==> src/rtl/dmem_unit.sv <==
// MEM-stage data memory unit: direct-mapped, write-through, no-write-allocate cache
// with one word per line, a valid/ack word bus towards memory and load hit/miss counters.
module dmem_unit #(
    parameter int          LINES   = 16,
    parameter logic [31:0] ADDR_LO = 32'h8000_0000,
    parameter logic [31:0] ADDR_HI = 32'h87ff_ffff
) (
    input  logic        clk,
    input  logic        rst,
    input  logic        r_en,
    input  logic        w_en,
    input  logic [9:0]  funct,
    input  logic [31:0] addr,
    input  logic [31:0] wdata,
    output logic [31:0] rdata,
    output logic        busy,
    output logic        fault,
    output logic        mem_req,
    output logic        mem_we,
    output logic [31:0] mem_addr,
    output logic [31:0] mem_wdata,
    output logic [3:0]  mem_wstrb,
    input  logic        mem_ack,
    input  logic [31:0] mem_rdata,
    output logic [31:0] hit_cnt,
    output logic [31:0] miss_cnt
);
    localparam int IDX  = $clog2(LINES);
    localparam int TAGW = 30 - IDX;

    // Access codes as defined in define.v (funct3 in [2:0], bit 3 marks a store).
    localparam logic [9:0] FUNC_LB  = 10'h000;
    localparam logic [9:0] FUNC_LH  = 10'h001;
    localparam logic [9:0] FUNC_LW  = 10'h002;
    localparam logic [9:0] FUNC_LBU = 10'h004;
    localparam logic [9:0] FUNC_LHU = 10'h005;
    localparam logic [9:0] FUNC_SB  = 10'h008;
    localparam logic [9:0] FUNC_SH  = 10'h009;
    localparam logic [9:0] FUNC_SW  = 10'h00A;

    typedef enum logic [1:0] {S_IDLE, S_RD_WAIT, S_WR_WAIT, S_RESP} state_t;

    state_t            r_state, w_state_next;
    logic [LINES-1:0]  r_valid;
    logic [TAGW-1:0]   r_tag_mem [LINES];
    logic [31:0]       r_data_mem [LINES];
    logic [31:0]       r_result, r_hit_cnt, r_miss_cnt;
    logic              r_mem_req, r_mem_we;
    logic [31:0]       r_mem_addr, r_mem_wdata;
    logic [3:0]        r_mem_wstrb;
    logic [1:0]        r_lane;
    logic [9:0]        r_funct;

    logic [IDX-1:0]    w_idx, w_r_idx;
    logic [TAGW-1:0]   w_tag, w_r_tag;
    logic              w_is_ld, w_is_st, w_half, w_word, w_byte;
    logic              w_fault, w_in_range, w_hit, w_go, w_ld_hit, w_ld_miss, w_st, w_wr_hit;
    logic [3:0]        w_wstrb;
    logic [31:0]       w_wdata_rep, w_merged, w_rdata;
    logic              w_busy;

    function automatic logic [31:0] f_format(input logic [31:0] word, input logic [1:0] lane,
                                             input logic [9:0] f);
        logic [7:0]  b;
        logic [15:0] h;
        b = word[{lane, 3'b000} +: 8];
        h = lane[1] ? word[31:16] : word[15:0];
        case (f)
            FUNC_LB:  return {{24{b[7]}}, b};
            FUNC_LBU: return {24'h0, b};
            FUNC_LH:  return {{16{h[15]}}, h};
            FUNC_LHU: return {16'h0, h};
            default:  return word;
        endcase
    endfunction

    assign w_idx   = addr[IDX+1:2];
    assign w_tag   = addr[31:IDX+2];
    assign w_r_idx = r_mem_addr[IDX+1:2];
    assign w_r_tag = r_mem_addr[31:IDX+2];

    assign w_is_ld = (funct == FUNC_LB) || (funct == FUNC_LH) || (funct == FUNC_LW) ||
                     (funct == FUNC_LBU) || (funct == FUNC_LHU);
    assign w_is_st = (funct == FUNC_SB) || (funct == FUNC_SH) || (funct == FUNC_SW);
    assign w_byte  = (funct == FUNC_LB) || (funct == FUNC_LBU) || (funct == FUNC_SB);
    assign w_half  = (funct == FUNC_LH) || (funct == FUNC_LHU) || (funct == FUNC_SH);
    assign w_word  = (funct == FUNC_LW) || (funct == FUNC_SW);

    // Unknown codes are treated as illegal requests alongside misalignment.
    assign w_fault = (r_state == S_IDLE) &&
                     ((r_en && w_en) ||
                      (r_en && !w_is_ld) || (w_en && !w_is_st) ||
                      ((r_en || w_en) && ((w_half && addr[0]) || (w_word && addr[1:0] != 2'b00))));

    assign w_in_range = (addr >= ADDR_LO) && (addr <= ADDR_HI);
    assign w_hit      = r_valid[w_idx] && (r_tag_mem[w_idx] == w_tag);
    assign w_go       = (r_state == S_IDLE) && !w_fault && w_in_range;
    assign w_ld_hit   = w_go && r_en && w_hit;
    assign w_ld_miss  = w_go && r_en && !w_hit;
    assign w_st       = w_go && w_en;
    assign w_wr_hit   = r_valid[w_r_idx] && (r_tag_mem[w_r_idx] == w_r_tag);

    always_comb begin
        w_wstrb     = 4'b1111;
        w_wdata_rep = wdata;
        if (w_byte) begin
            w_wstrb     = 4'b0001 << addr[1:0];
            w_wdata_rep = {4{wdata[7:0]}};
        end else if (w_half) begin
            w_wstrb     = 4'b0011 << {addr[1], 1'b0};
            w_wdata_rep = {2{wdata[15:0]}};
        end
    end

    // Store-hit merge: take strobed bytes from the bus word, keep the rest of the line.
    genvar gi;
    generate
        for (gi = 0; gi < 4; gi++) begin : g_merge
            assign w_merged[8*gi +: 8] = r_mem_wstrb[gi] ? r_mem_wdata[8*gi +: 8]
                                                         : r_data_mem[w_r_idx][8*gi +: 8];
        end
    endgenerate

    always_ff @(posedge clk) begin
        if (rst) r_state <= S_IDLE;
        else     r_state <= w_state_next;
    end

    always_comb begin
        w_state_next = r_state;
        w_busy       = 1'b0;
        w_rdata      = 32'h0;
        case (r_state)
            S_IDLE: begin
                if (w_ld_hit) w_rdata = f_format(r_data_mem[w_idx], addr[1:0], funct);
                if (w_ld_miss) begin
                    w_busy       = 1'b1;
                    w_state_next = S_RD_WAIT;
                end else if (w_st) begin
                    w_busy       = 1'b1;
                    w_state_next = S_WR_WAIT;
                end
            end
            S_RD_WAIT, S_WR_WAIT: begin
                w_busy = 1'b1;
                if (mem_ack) w_state_next = S_RESP;
            end
            default: begin
                w_rdata      = r_result;
                w_state_next = S_IDLE;
            end
        endcase
    end

    always_ff @(posedge clk) begin
        if (rst) begin
            r_valid     <= '0;
            r_hit_cnt   <= 32'h0;
            r_miss_cnt  <= 32'h0;
            r_result    <= 32'h0;
            r_mem_req   <= 1'b0;
            r_mem_we    <= 1'b0;
            r_mem_addr  <= 32'h0;
            r_mem_wdata <= 32'h0;
            r_mem_wstrb <= 4'h0;
            r_lane      <= 2'b00;
            r_funct     <= 10'h0;
        end else begin
            if (w_ld_hit) r_hit_cnt <= r_hit_cnt + 32'd1;
            if (w_ld_miss || w_st) begin
                r_mem_req   <= 1'b1;
                r_mem_we    <= w_st;
                r_mem_addr  <= {addr[31:2], 2'b00};
                r_mem_wdata <= w_st ? w_wdata_rep : 32'h0;
                r_mem_wstrb <= w_st ? w_wstrb : 4'h0;
                r_lane      <= addr[1:0];
                r_funct     <= funct;
            end
            if (w_ld_miss) r_miss_cnt <= r_miss_cnt + 32'd1;
            if (r_state == S_RD_WAIT && mem_ack) begin
                r_mem_req        <= 1'b0;
                r_valid[w_r_idx] <= 1'b1;
                r_result         <= f_format(mem_rdata, r_lane, r_funct);
            end
            if (r_state == S_WR_WAIT && mem_ack) begin
                r_mem_req <= 1'b0;
                r_result  <= 32'h0;
            end
        end
    end

    // Tag/data storage carries no reset; only the valid bits define cache contents.
    always_ff @(posedge clk) begin
        if (!rst && r_state == S_RD_WAIT && mem_ack) begin
            r_tag_mem[w_r_idx]  <= w_r_tag;
            r_data_mem[w_r_idx] <= mem_rdata;
        end else if (!rst && r_state == S_WR_WAIT && mem_ack && w_wr_hit) begin
            r_data_mem[w_r_idx] <= w_merged;
        end
    end

    assign rdata     = w_rdata;
    assign busy      = w_busy;
    assign fault     = w_fault;
    assign mem_req   = r_mem_req;
    assign mem_we    = r_mem_we;
    assign mem_addr  = r_mem_addr;
    assign mem_wdata = r_mem_wdata;
    assign mem_wstrb = r_mem_wstrb;
    assign hit_cnt   = r_hit_cnt;
    assign miss_cnt  = r_miss_cnt;
endmodule

==> config.mk <==
export PLATFORM = sky130hd
export DESIGN_NAME = dmem_unit
export DESIGN_NICKNAME = d
export VERILOG_FILES = /design/src/rtl/dmem_unit.sv
export SDC_FILE = /design/constraint.sdc
export NUM_CORES = 1
export LEC_CHECK = 0
export ABC_AREA = 0
export ABC_CLOCK_PERIOD_IN_PS = 5450
export BUFFER_PORTS_ARGS = -buffer_cell sky130_fd_sc_hd__buf_4
export CORE_MARGIN = 8
export CORE_UTILIZATION = 55
export CTS_BUF_LIST = sky130_fd_sc_hd__clkbuf_8
export DETAILED_ROUTE_END_ITERATION = 7
export PLACE_DENSITY = 0.82
export SLEW_MARGIN = 20
export SYNTH_ARGS = -nofsm -noshare
export SYNTH_HDL_FRONTEND = slang
export SYNTH_SLANG_ARGS = --single-unit
==> constraint.sdc <==
create_clock -name clk -period 5.45 [get_ports clk]
set_clock_uncertainty 0.15 [all_clocks]
set_input_delay 0.8175 -clock clk [delete_from_list [all_inputs] [get_ports clk]]
set_output_delay 0.8175 -clock clk [all_outputs]
set_load 0.005 [all_outputs]
==> out/metrics.yaml <==
outcome:
  outcome: "finished with violations"
  violations: "setup timing"
run:
  cap_violations: 0
clocking:
  clock_latency_ps: 860
  clk_pin_slew_ps: 60
  clockBufferDepth: 3
  cts_root_buf: "clkbuf_8"
  h-tree-depth: 4
  numCtsBuffers: 173
  cts_tree: "yes"
  cts_num_sinks: 1126
critical_path:
  path_class: "primary input to primary output"
  worst-endpoint-arrival_ps: 4500
  cp_max_fo: 37
  start_kind: "primary input"
  cp.required_ps: 4480
  endpoint_kind: "primary output"
  reg2regPathDepth: 12
die:
  core_area_um2: 91700
  start_util_pct: 55.4
  fp.dieW_um: 320
  rows: 111
  io_pins: 279
  die_area_um2: 102000
  die_h_um: 320
sta:
  relSlewSlack_pct: 18.0
  worst_pin_slew_ps: 1230
  setup_viol: 2
  hold_viol: 0
  rsz0062_at_grt: "true"
  postLayoutSetupSlackWorst_ps: -14.1
  clock.fmax_mhz: 183
  fin_setup_tns_ps: -22.1
  drv_slew: 0
  period_needed_ps: 5460
  finalCritPeriodShare_pct: 100
  timing.hold.ws_ps: 119
placement:
  hpwl_um: 108000
  dp.cells: 4733
  gp_routability_congestion: 1.02
  portBuffers: 276
  dpl_cell_area_um2: 55500
  post-place-ws_ps: -481
power:
  combinationalPowerShare_pct: 7.4
  p_leak_nw: 20.9
  p_int_mw: 13.6
  seqPwrFrac_pct: 52.7
  power.density_nw_per_um2: 300
  peakVddDrop_v: 0.000265
  switching_share_pct: 24.0
  p_clk_share_pct: 39.9
  p_sw_mw: 4.27
  power_mw: 17.8
layout:
  utilization_pct: 64.9
  final_nets: 3852
  design_area_um2: 59500
  instances_no_fill: 5078
  syn_to_final_growth_pct: 17.1
  layout-drive-gt1-share_pct: 33.4
global_route:
  antenna_found_initial: 18
  grt_pass1_vias: 34352
  grt_overflow: 0
  grt_util_all_layers_pct: 30.1
  grt_first_pass_wirelength_um: 228000
  grt_max_degree: 77
route:
  num_vias: 34894
  first_iter_violations: 5800
  ant_nets: 0
  wl_um: 158000
  drc: 0
  avgViaCountPerCell: 6.87
  routedWlPerCell_um: 31.2
  first_pass_iters: 8
hold_path:
  hp-class: "primary input to flop"
  holdPathStages: 3
synthesis:
  yosys.cell_types.count: 83
  synth-seq-cells: 1126
  yosysWarnings: 0
  synthArstFlopShare_pct: 0
  netlist_instances: 3275
  netlist.area_leader.share_pct: 54.8
  synthTopCellsByArea: "edfxtp_1, mux4_2, dfxtp_1, mux2i_1, a21oi_1"
  ys.flop_type: "edfxtp_1"
  yosys.area.top_type: "edfxtp_1"
  ys_seq_area_share_pct: 62.6
  syn_avg_cell_area_um2: 15.5
  syn-cell-area_um2: 50800
  synth_edf_count: 928
-- critical path: stages --
cell       delay, ps
buf_6            120
buf_12           220
buf_6            300
mux4_2           260
mux2i_1          130
a2111oi_0        440
buf_4            190
nand4_1          110
o31ai_2          140
and4b_1          300
nand4_1          190
buf_4            230
or4_4            530
buf_8            200
o21ai_2          130
buf_4            130
-- power by group through the flow --
stage | sequential, mW | combinational, mW | clock (mW)
final | 9.40 | 1.32 | 7.11
after global routing | 9.40 | 1.37 | 7.49
after CTS | 9.39 | 1.27 | 7.14
after detailed placement | 9.57 | 1.24 | 0
after global placement | 9.57 | 1.21 | 0
after floorplan | 9.55 | 0.747 | 0
-- synth_stat cells (12+ instances only) --
cell / number
o211ai_1: 20
nand4_1: 39
xnor2_1: 27
mux2i_1: 128
nor2_1: 129
nor4_1: 14
a22o_1: 34
dfxtp_1: 198
mux2_1: 13
mux2_2: 67
nand2b_1: 12
a221oi_1: 14
a21oi_1: 210
xor2_1: 19
a22oi_1: 24
o22ai_1: 15
a21o_1: 17
nand3_1: 89
nor3b_1: 12
buf_2: 53
clkbuf_1: 148
mux4_2: 347
nand2_1: 172
or4_1: 15
and2_1: 16
buf_1: 18
nor3_1: 42
o21ai_0: 94
inv_1: 61
a211oi_1: 20
nor2b_1: 53
edfxtp_1: 928
and3_1: 14
a31oi_1: 20
buf_6: 14
and4_1: 14
-- state kept, by name (all words and copies together) (netlist names), 4 cells and up, named ones only --
register    flops
r_tag_mem     416
mem_wstrb       4
miss_cnt       32
r_result       32
hit_cnt        32
mem_wdata      32
r_funct        10
r_data_mem    512
r_valid        16
mem_addr       30
-- what timing repair did --
item	in CTS	in global routing
resized for setup	51	22
pin swaps	23	5
setup buffers	8	2
hold buffers	0	0
setup endpoints to repair	28	32
gates cloned	2	1
-- cell type report --
class	instances	area, µm²
Clock inverter	129	837
Antenna cell	9	22.5
Fill cell	6017	32200
Inverter	62	233
Timing Repair Buffer	530	4370
Sequential cell	1126	31800
Clock buffer	194	2670
Tap cell	1186	1480
Multi-Input combinational cell	1842	18000
-- cell families after synthesis --
family,synth area share (%)
multiplexers,19.7
flip-flops,62.6
AO/OA/AOI/OAI,7.38
other,0.00738
buffers and inverters,2.75
adder cells (fa/ha/maj),0.148
AND/OR/NAND/NOR,6.60
XOR/XNOR,0.793
-- routing by layer --
metal / GRT usage [%] / vias to the layer above / part of all wire [%]
met5: 0.520 / - / 0.080
met4: 14.6 / 10 / 5.6
met3: 11.4 / 589 / 16
met2: 45.9 / 3028 / 45
met1: 37.9 / 17157 / 33
li1: - / 14110 / -
-- final timing paths --
kind,from,endpoint,slack (ps)
max reg2reg,flop,r_data_mem[13][19],400
max,addr[4],rdata[16],-10
min,mem_rdata[19],r_result[19],120
min reg2reg,r_funct[4],r_funct[4],330
-- cells in the final DEF (no fill, tap or decap), types with 20 or more instances in the layout --
cell type	count
nor3_1	42
buf_12	21
a22o_1	34
a21oi_1	209
clkbuf_8	194
mux2_2	67
clkinv_1	23
dfxtp_1	194
xnor2_1	26
edfxtp_1	928
nor2_1	113
o211ai_1	20
nand2_1	169
a22oi_1	22
clkinv_2	26
nand3_1	89
nor2b_1	50
nand4_1	39
inv_1	117
mux2i_1	120
buf_4	495
o21ai_0	83
mux4_2	347
Note: power is estimated with default switching activity, not from simulation.
